[config.mk]
export PLATFORM = sky130hd
export DESIGN_NAME = board_scanner_flat
export DESIGN_NICKNAME = d
export VERILOG_FILES = /design/src/rtl/board_scanner_pkg.sv /design/src/rtl/board_scanner_if.sv /design/src/rtl/board_scanner_tick.sv /design/src/rtl/board_scanner.sv /design/src/flat_wrapper.sv
export SDC_FILE = /design/constraint.sdc
export NUM_CORES = 1
export LEC_CHECK = 0
export ABC_AREA = 1
export CAP_MARGIN = 15
export CORE_ASPECT_RATIO = 0.7
export CORE_MARGIN = 10
export CORE_UTILIZATION = 45
export CTS_BUF_LIST = sky130_fd_sc_hd__clkbuf_8
export DETAILED_ROUTE_END_ITERATION = 10
export GPL_ROUTABILITY_DRIVEN = 0
export PLACE_DENSITY = 0.75
export REMOVE_ABC_BUFFERS = 1
export SETUP_SLACK_MARGIN = 0.02
export SLEW_MARGIN = 5
export SYNTH_ARGS = -nofsm -noshare
export SYNTH_HDL_FRONTEND = slang
export SYNTH_SLANG_ARGS = --single-unit
[constraint.sdc]
create_clock -name clock -period 1.7 [get_ports clock]
set_input_delay 0.17 -clock clock [delete_from_list [all_inputs] [get_ports clock]]
set_output_delay 0.17 -clock clock [all_outputs]
set_load 0.02 [all_outputs]
[src/rtl/board_scanner_pkg.sv]
// Shared types and constants for the board_scanner shift-register chain reader.
package board_scanner_pkg;

  typedef enum logic [2:0] {
    IDLE,
    LOAD,
    SHIFT_LO,
    SHIFT_HI,
    COMMIT
  } scan_state_t;

  localparam int SCAN_COUNT_W = 16;

  // Counter width that can hold values 0..n-1; never narrower than one bit.
  function automatic int cnt_w(input int n);
    return (n > 1) ? $clog2(n) : 1;
  endfunction

endpackage

[src/rtl/board_scanner_if.sv]
// Sensor-chain pins plus the debounced-word interface to the I/O manager.
interface board_scanner_if #(parameter int NUM_BITS = 32);
  import board_scanner_pkg::*;

  logic                    scan_en;
  logic                    in_val;
  logic                    sr_clk;
  logic                    parallel_mode;
  logic [NUM_BITS-1:0]     sensor_data;
  logic                    data_valid;
  logic                    changed;
  logic [NUM_BITS-1:0]     change_mask;
  logic                    change_ack;
  logic [SCAN_COUNT_W-1:0] scan_count;

  modport slave (
    input  scan_en, in_val, change_ack,
    output sr_clk, parallel_mode, sensor_data, data_valid, changed, change_mask, scan_count
  );

  modport master (
    output scan_en, in_val, change_ack,
    input  sr_clk, parallel_mode, sensor_data, data_valid, changed, change_mask, scan_count
  );

endinterface

[src/rtl/board_scanner_tick.sv]
// CLK_DIV down-counter: o_tc is high on the last cycle of a timed phase.
// i_restart reloads the count so the next phase lasts exactly CLK_DIV cycles.
module scanner_tick
  import board_scanner_pkg::*;
#(
  parameter int CLK_DIV = 50
) (
  input  logic clock,
  input  logic reset,
  input  logic i_restart,
  output logic o_tc
);

  localparam int            CW       = cnt_w(CLK_DIV);
  localparam logic [CW-1:0] LOAD_VAL = CW'(CLK_DIV - 1);

  logic [CW-1:0] r_cnt;

  always_ff @(posedge clock or negedge reset) begin
    if (!reset) begin
      r_cnt <= LOAD_VAL;
    end else if (i_restart) begin
      r_cnt <= LOAD_VAL;
    end else if (r_cnt != '0) begin
      r_cnt <= r_cnt - CW'(1);
    end
  end

  assign o_tc = (r_cnt == '0);

endmodule

[src/rtl/board_scanner.sv]
// Scans a PISO chain into a NUM_BITS word, debounces it and flags changes (sticky, acked).
// BOARD_SCANNER_CHANGE_MASK_EN builds the per-bit change mask; otherwise change_mask is 0.
module board_scanner
  import board_scanner_pkg::*;
#(
  parameter int NUM_BITS = 32,
  parameter int CLK_DIV  = 50,
  parameter int DEBOUNCE = 4
) (
  input  logic            clock,
  input  logic            reset,
  board_scanner_if.slave  bus
);

  localparam int            IW         = cnt_w(NUM_BITS);
  localparam int            SW         = cnt_w(DEBOUNCE);
  localparam logic [SW-1:0] STABLE_MAX = SW'(DEBOUNCE - 1);

  scan_state_t r_state, w_state_nxt;
  logic w_restart, w_tc, w_sample, w_idx_load, w_idx_dec, w_commit;

  logic                    r_in_s1, r_in_s2;
  logic [IW-1:0]           r_idx;
  logic [NUM_BITS-1:0]     r_raw, r_prev_raw, r_sensor_data;
  logic [SW-1:0]           r_stable, w_stable_nxt;
  logic                    r_sr_clk, r_parallel_mode, r_data_valid, r_changed;
  logic [SCAN_COUNT_W-1:0] r_scan_count;
  logic                    w_do_commit, w_new_flip;

  scanner_tick #(.CLK_DIV(CLK_DIV)) u_tick (
    .clock     (clock),
    .reset     (reset),
    .i_restart (w_restart),
    .o_tc      (w_tc)
  );

  always_ff @(posedge clock or negedge reset) begin
    if (!reset) r_state <= IDLE;
    else        r_state <= w_state_nxt;
  end

  always_comb begin
    w_state_nxt = r_state;
    w_restart   = 1'b0;
    w_sample    = 1'b0;
    w_idx_load  = 1'b0;
    w_idx_dec   = 1'b0;
    w_commit    = 1'b0;
    case (r_state)
      IDLE: begin
        w_restart = 1'b1;
        if (bus.scan_en) w_state_nxt = LOAD;
      end
      LOAD: if (w_tc) begin
        w_restart   = 1'b1;
        w_idx_load  = 1'b1;
        w_state_nxt = SHIFT_LO;
      end
      SHIFT_LO: if (w_tc) begin
        w_restart   = 1'b1;
        w_sample    = 1'b1;
        w_state_nxt = SHIFT_HI;
      end
      SHIFT_HI: if (w_tc) begin
        w_restart = 1'b1;
        if (r_idx == '0) begin
          w_state_nxt = COMMIT;
        end else begin
          w_idx_dec   = 1'b1;
          w_state_nxt = SHIFT_LO;
        end
      end
      COMMIT: begin
        w_restart   = 1'b1;
        w_commit    = 1'b1;
        w_state_nxt = bus.scan_en ? LOAD : IDLE;
      end
      default: w_state_nxt = IDLE;
    endcase
  end

  assign w_stable_nxt = (r_raw != r_prev_raw) ? '0 :
                        (r_stable == STABLE_MAX) ? r_stable : r_stable + SW'(1);
  assign w_do_commit  = w_commit && (w_stable_nxt == STABLE_MAX);
  assign w_new_flip   = w_do_commit && (r_raw != r_sensor_data);

  // Pin outputs are registered from the next state so they align with the state itself.
  always_ff @(posedge clock or negedge reset) begin
    if (!reset) begin
      r_in_s1         <= 1'b0;
      r_in_s2         <= 1'b0;
      r_idx           <= '0;
      r_raw           <= '0;
      r_prev_raw      <= '0;
      r_stable        <= '0;
      r_sensor_data   <= '0;
      r_sr_clk        <= 1'b0;
      r_parallel_mode <= 1'b1;
      r_data_valid    <= 1'b0;
      r_changed       <= 1'b0;
      r_scan_count    <= '0;
    end else begin
      r_in_s1         <= bus.in_val;
      r_in_s2         <= r_in_s1;
      r_sr_clk        <= (w_state_nxt == SHIFT_HI);
      r_parallel_mode <= (w_state_nxt != LOAD);
      if (w_idx_load)    r_idx <= IW'(NUM_BITS - 1);
      else if (w_idx_dec) r_idx <= r_idx - IW'(1);
      if (w_sample) r_raw[r_idx] <= r_in_s2;
      if (w_commit) begin
        r_scan_count <= r_scan_count + SCAN_COUNT_W'(1);
        r_stable     <= w_stable_nxt;
        r_prev_raw   <= r_raw;
      end
      if (w_do_commit) begin
        r_data_valid  <= 1'b1;
        r_sensor_data <= r_raw;
      end
      // A new flip in the ack cycle wins over the clear.
      if (w_new_flip)          r_changed <= 1'b1;
      else if (bus.change_ack) r_changed <= 1'b0;
    end
  end

`ifdef BOARD_SCANNER_CHANGE_MASK_EN
  logic [NUM_BITS-1:0] r_change_mask;

  always_ff @(posedge clock or negedge reset) begin
    if (!reset) begin
      r_change_mask <= '0;
    end else begin
      r_change_mask <= (bus.change_ack ? '0 : r_change_mask) |
                       (w_new_flip ? (r_raw ^ r_sensor_data) : '0);
    end
  end

  assign bus.change_mask = r_change_mask;
`else
  assign bus.change_mask = '0;
`endif

  assign bus.sr_clk        = r_sr_clk;
  assign bus.parallel_mode = r_parallel_mode;
  assign bus.sensor_data   = r_sensor_data;
  assign bus.data_valid    = r_data_valid;
  assign bus.changed       = r_changed;
  assign bus.scan_count    = r_scan_count;

endmodule

[src/flat_wrapper.sv]
// flat-port wrapper written by rule: the top's interface ports become plain ports
module board_scanner_flat import board_scanner_pkg::*;
#(
  parameter int NUM_BITS = 32,
  parameter int CLK_DIV  = 50,
  parameter int DEBOUNCE = 4
)
  (clock, reset, bus_scan_en, bus_in_val, bus_change_ack, bus_sr_clk, bus_parallel_mode, bus_sensor_data, bus_data_valid, bus_changed, bus_change_mask, bus_scan_count);
  board_scanner_if #(.NUM_BITS(NUM_BITS)) bus_i ();
  input  logic clock;
  input  logic reset;
  input wire logic [$bits(bus_i.scan_en)-1:0] bus_scan_en;
  input wire logic [$bits(bus_i.in_val)-1:0] bus_in_val;
  input wire logic [$bits(bus_i.change_ack)-1:0] bus_change_ack;
  output wire logic [$bits(bus_i.sr_clk)-1:0] bus_sr_clk;
  output wire logic [$bits(bus_i.parallel_mode)-1:0] bus_parallel_mode;
  output wire logic [$bits(bus_i.sensor_data)-1:0] bus_sensor_data;
  output wire logic [$bits(bus_i.data_valid)-1:0] bus_data_valid;
  output wire logic [$bits(bus_i.changed)-1:0] bus_changed;
  output wire logic [$bits(bus_i.change_mask)-1:0] bus_change_mask;
  output wire logic [$bits(bus_i.scan_count)-1:0] bus_scan_count;
  assign bus_i.scan_en = bus_scan_en;
  assign bus_i.in_val = bus_in_val;
  assign bus_i.change_ack = bus_change_ack;
  assign bus_sr_clk = bus_i.sr_clk;
  assign bus_parallel_mode = bus_i.parallel_mode;
  assign bus_sensor_data = bus_i.sensor_data;
  assign bus_data_valid = bus_i.data_valid;
  assign bus_changed = bus_i.changed;
  assign bus_change_mask = bus_i.change_mask;
  assign bus_scan_count = bus_i.scan_count;
  board_scanner #(.NUM_BITS(NUM_BITS), .CLK_DIV(CLK_DIV), .DEBOUNCE(DEBOUNCE)) u_core (.clock(clock), .reset(reset), .bus(bus_i));
endmodule
# Word level (Yosys, flattened, before mapping)
# Index checks and enable logic that the tools add are counted.
# totals
rom_bits,0
mem_bits_rw,0
out_inout_bits,84
inputBits,5
regBits,134
wordCells,68
latch_bits,0
memories,0
# classes
muxes,26
n_bitwise,0
multipliers,0
n_lt_le_gt_ge,2
n_addsub,4
reduce_logical,12
shifts,0
div_mod_pow,0
n_eq_ne,10
# ops
operator,n
$ne A32 B32 Y1,2
$bwmux W32,1
$add A16 B1 Y16 const B,1
$mux W3,5
$pmux W3 S5,1
$mux W6,2
$mux W1,11
$mux W5,2
$eq A3 B2 Y1 const B,3
$logic_not A6 Y1,1
$lt A5 B6 Y1 const B,1
$reduce_bool A2 Y1,3
$reduce_bool A6 Y1,1
$sub A6 B1 Y6 const B,1
$demux W1 S5,1
$ge A5 B1 Y1 const B,1
$logic_not A5 Y1,1
$sub A5 B1 Y5 const B,1
$eq A2 B2 Y1 const B,2
$mux W2,2
$eq A3 B1 Y1 const B,1
$eq A3 B3 Y1 const B,1
$logic_and A1 B1 Y1,3
$logic_not A3 Y1,1
5 further kinds,5

# Longest topological paths before layout
# logic_depth
word_depth,7
mapped_depth,12

# By module
# Synthesis repeated with hierarchy kept, for this count alone.
# hier_totals
cells_unflattened,940
hier_area_um2,7319.5
# by_module_without_submodules
mod,n_inst,cells_each,area_per_inst_um2
board_scanner,1,892,6935.4
scanner_tick,1,48,384.1

# Worst setup path before layout
# OpenSTA, ideal clock, no wires.
# synth_path
kind,flip-flop to flip-flop
start,reg u_core.u_tick.r_cnt[0]
end,reg u_core.r_raw[10]
setup_slack_ps,23
path_buffers,0
arrival_ps,1597
required_ps,1620
stages_incl_launch_ff,10
cell_sequence,dfstp_2 inv_1 ha_1 inv_1 nor2_1 nand3_2 nor2_4 nand2_2 nor2_1 mux2i_1
# synth_via
elab_chain_len,3
# synth_rtl
element,line_no,text
start: declaration,board_scanner_tick.sv:17,logic [CW-1:0] r_cnt;
start signal: assignment,board_scanner_tick.sv:25,r_cnt <= r_cnt - CW'(1);
$logic_not A6 Y1,board_scanner_tick.sv:29,assign o_tc = (r_cnt == '0);
$mux W1,board_scanner.sv:59,SHIFT_LO: if (w_tc) begin
$mux W1,board_scanner.sv:49,case (r_state)
end signal: indexed assignment,board_scanner.sv:109,if (w_sample) r_raw[r_idx] <= r_in_s2;
end: declaration,board_scanner.sv:24,"logic [NUM_BITS-1:0] r_raw, r_prev_raw, r_sensor_data;"
# No other way between the ends.
# A chain may end at the register's enable or synchronous reset.

# Worst setup path after layout
# layout_path
start,reg u_core.r_raw[7]
end,"reg u_core.r_sensor_data[27], in the netlist u_core.bus.sensor_data[27]"
# layout_via
elab_chain_len,4
# layout_rtl
element,line_no,text
$ne A32 B32 Y1,board_scanner.sv:82,assign w_stable_nxt = (r_raw != r_prev_raw) ? '0 :
$mux W2,board_scanner.sv:82,
$eq A2 B2 Y1,board_scanner.sv:84,assign w_do_commit = w_commit && (w_stable_nxt == STABLE_MAX);
$logic_and A1 B1 Y1,board_scanner.sv:84,
end signal: assignment,board_scanner.sv:117,r_sensor_data <= r_raw;
end: declaration,board_scanner.sv:24,
# No other way between the ends.

==> impl_metrics.env <==
export IMPL_status="complete, but fails checks"
export IMPL_failed_checks="negative setup slack"
export IMPL_wl_met1_mm=9.193
export IMPL_layout_commonest_cell="nand2_1"
export IMPL_clk_pin_slew_ps=80
export IMPL_power_density_nw_per_um2=615.9
export IMPL_routed_top_layer="met4"
export IMPL_ys_types=38
export IMPL_critical_path_arrival_ps=2130
export IMPL_routed_wl_mm=19.97
export IMPL_max_cap_violations=0
export IMPL_diodes=0
export IMPL_ant_nets=0
export IMPL_cts_root_buffer="clkbuf_8"
export IMPL_slowest_stage="dfrtp_1"
export IMPL_netlist_instances=932
export IMPL_path_class="flop to flop"
export IMPL_grt_pass1_vias=6097
export IMPL_dieWidth_um=172.6
export IMPL_route_vias_total=6388
export IMPL_first_pass_iters=5
export IMPL_grt_pass1_wl_mm=30.88
export IMPL_grt_use_total=0.1700
export IMPL_coreArea_um2=15740
export IMPL_wl_met2_mm=9.208
export IMPL_critical_path_top_delay_family="simple AND/OR/NAND/NOR gates"
export IMPL_nFillCells=1345
export IMPL_ys_flop_type="dfrtp_1"
export IMPL_end_kind="flop"
export IMPL_p_switching_mw=1.463
export IMPL_ys_ff_latch=134
export IMPL_fp_row_count=38
export IMPL_cp_num_buf_inv=2
export IMPL_antenna_found_initial=0
export IMPL_period_needed_ps=1770
export IMPL_place_hpwl_mm=13.12
export IMPL_fin_nets=1085
export IMPL_slowest_delay_ps=420
export IMPL_syn_area_um2=7332
export IMPL_min_path_type="primary input to flop"
export IMPL_p_leak_nw=5.324
export IMPL_crit_end="u_core.bus.sensor_data[27]$_DFFE_PN0P_"
export IMPL_multi_input_area_um2=3702
export IMPL_setup_slack_ps=-70.20
export IMPL_crit_cells=10
export IMPL_gr_total_overflow=0
export IMPL_seqCellArea_um2=3361
export IMPL_final_cell_mix="267 x nand2_1, 128 x dfrtp_1, 84 x inv_1"
export IMPL_cp_required_ps=2060
export IMPL_clkPwrFrac=0.437
export IMPL_start_util=0.4659
export IMPL_yosysWarnings=0
export IMPL_p_int_mw=4.495
export IMPL_dieArea_um2=21880
export IMPL_cts_inserted_buffers=17
export IMPL_wl_per_cell_um=15.29
export IMPL_crit_fanout=5
export IMPL_finalSetupViolCount=42
export IMPL_portBuffers=56
export IMPL_synth_area_per_cell_um2=7.867
export IMPL_grt_max_degree=62
export IMPL_wl_met3_mm=1.313
export IMPL_synth_edf_count=0
export IMPL_cts_tree="yes"
export IMPL_cp_cell_sequence="inv_2 -> nand2_1 -> nand4_1 -> nor2_1 -> nand2_2 -> nor2_8 -> nand3_4 -> clkbuf_16 -> nand2_2 -> nand2_1"
export IMPL_hold_worst_slack_ps=160.3
export IMPL_layout_drive_gt1_share=0.2376
export IMPL_async_flop_share=1.000
export IMPL_drt_iter0_drc=615
export IMPL_clock_path_buffers=2
export IMPL_rsz0062_at_grt="true"
export IMPL_p_sw_frac=0.2456
export IMPL_yosysSeqAreaShare=0.4580
export IMPL_r2r_setup_slack_ps=-70
export IMPL_htree_levels=4
export IMPL_pwr_share_comb=0.028
export IMPL_worst_clock_skew_ps=16.51
export IMPL_fmax_mhz=564.9
export IMPL_period_share=1.041
export IMPL_clock_sinks=134
export IMPL_io_pins=89
export IMPL_vdd_drop_max_mv=0.4173
export IMPL_utilization=0.6146
export IMPL_rr_startpoint="u_core.r_raw[7]$_DFFE_PN0P_"
export IMPL_worstSkewPairLatency_ps=460
export IMPL_area_growth_pct=31.93
export IMPL_worst_r2r_cell_count=10
export IMPL_slew_violations=0
export IMPL_reg2reg_to="u_core.bus.sensor_data[27]$_DFFE_PN0P_"
export IMPL_chipHeight_um=126.8
export IMPL_drc=0
export IMPL_p_seq_frac=0.535
export IMPL_viasPerCell=4.891
export IMPL_hold_violations=0
export IMPL_start_kind="flop"
export IMPL_crit_start="u_core.r_raw[7]$_DFFE_PN0P_"
==> worst min path at each step <==
| stage | start | to | slack (ps) | cells after the start |
|---|---|---|---|---|
| floorplan | reset | u_core.bus.changed$_DFFE_PN0P_ | -130 | 0 |
| global route | bus_in_val | u_core.r_in_s1$_DFF_PN0_ | 150 | 1 |
| detailed placement | reset | u_core.bus.sensor_data[3]$_DFFE_PN0P_ | 120 | 1 |
| finish | bus_in_val | u_core.r_in_s1$_DFF_PN0_ | 160 | 1 |
| global placement | reset | u_core.bus.sensor_data[3]$_DFFE_PN0P_ | 120 | 1 |
| CTS | bus_in_val | u_core.r_in_s1$_DFF_PN0_ | 160 | 1 |
==> registers in the layout (all words and copies together) (netlist names) <==
signal                    flops
u_core.u_tick.r_cnt           6
u_core.r_in_s2                1
u_core.bus.parallel_mode      1
u_core.r_idx                  5
u_core.bus.changed            1
u_core.r_stable               2
u_core.r_prev_raw            32
u_core.r_raw                 32
u_core.bus.sr_clk             1
u_core.bus.scan_count        16
u_core.bus.data_valid         1
u_core.bus.sensor_data       32
u_core.r_state                3
u_core.r_in_s1                1
==> worst register-to-register path, delay by kind of cell, from the launching register on <==
| family | cells | cell delay [ps] |
|---|---|---|
| buffers and inverters | 2 | 320 |
| DFF | 1 | 420 |
| and+or+nand+nor | 8 | 940 |
==> synthesized netlist by cell type (all sizes together), types with 2 or more instances <==
| cell type | count | area share |
|---|---|---|
| nand2 | 313 | 0.16 |
| nor3 | 6 | 0.0055 |
| dfrtp | 130 | 0.44 |
| a21oi | 7 | 0.0048 |
| nand3b | 2 | 0.0020 |
| mux2i | 28 | 0.038 |
| nand4 | 38 | 0.032 |
| inv | 112 | 0.057 |
| xor2 | 11 | 0.013 |
| clkinv | 3 | 0.0015 |
| nand3 | 23 | 0.018 |
| ha | 7 | 0.012 |
| clkbuf | 13 | 0.0067 |
| dfstp | 4 | 0.014 |
| nor2 | 90 | 0.052 |
| o21ai | 49 | 0.033 |
| a31oi | 2 | 0.0017 |
| xnor2 | 37 | 0.044 |
| buf | 49 | 0.048 |
==> timing repair <==
| action | CTS | global route |
|---|---|---|
| pin swaps | 6 | 27 |
| setup buffers | 12 | 17 |
| gates cloned | 0 | 4 |
| endpoints found under the hold margin | 40 | 0 |
| resized for setup | 60 | 128 |
| endpoints found under the setup margin | 88 | 109 |
| hold buffers | 1 | 0 |
==> power groups by stage <==
stage / Clock [mW] / Combinational, mW / Sequential [mW]
2_1_floorplan: 0 / 0.0701 / 3.25
3_3_place_gp: 0 / 0.165 / 3.25
3_5_place_dp: 0 / 0.165 / 3.25
4_1_cts: 2.63 / 0.167 / 3.19
5_1_grt: 2.76 / 0.185 / 3.19
6_report: 2.60 / 0.166 / 3.19
==> layer usage <==
metal / vias to the layer above / track usage
met3: 26 / 0.04031
met5: - / 0
met1: 3040 / 0.2332
li1: 3126 / -
met4: 0 / 0.04997
met2: 196 / 0.2616
==> layout make-up <==
cell class,instances,area share
clock buffers,17,0.02419
repair buffers,153,0.1575
well taps,220,0.02846
clock inverters,15,0.01475
multi-input cells,652,0.3827
inverters,115,0.04488
flip-flops and latches,134,0.3474
==> stage by stage <==
step           instances  cell area, um2  TNS, ps  power (mW)  setup WS (ps)
5_1_grt             1306            9673    -6773       6.130         -176.5
4_1_cts             1285            9075   -840.5       5.985         -70.78
6_report            1306            9673    -1674       5.958         -70.20
3_5_place_dp        1240            8454    -2963       3.416         -131.7
2_1_floorplan        901            7044    -7908       3.322         -374.5
3_3_place_gp        1240            8454   -601.1       3.415         -37.50
==> cell families after synthesis <==
group | Yosys count | synth area share
adder cells (fa/ha/maj) | 7 | 0.01194
multiplexers | 28 | 0.03823
XOR/XNOR | 48 | 0.05734
other | 1 | 0.0005115
buffers and inverters | 177 | 0.1140
flip-flops | 134 | 0.4580
AO/OA/AOI/OAI | 62 | 0.04386
AND/OR/NAND/NOR | 475 | 0.2761
No activity file was read; power rests on OpenSTA's default activity.
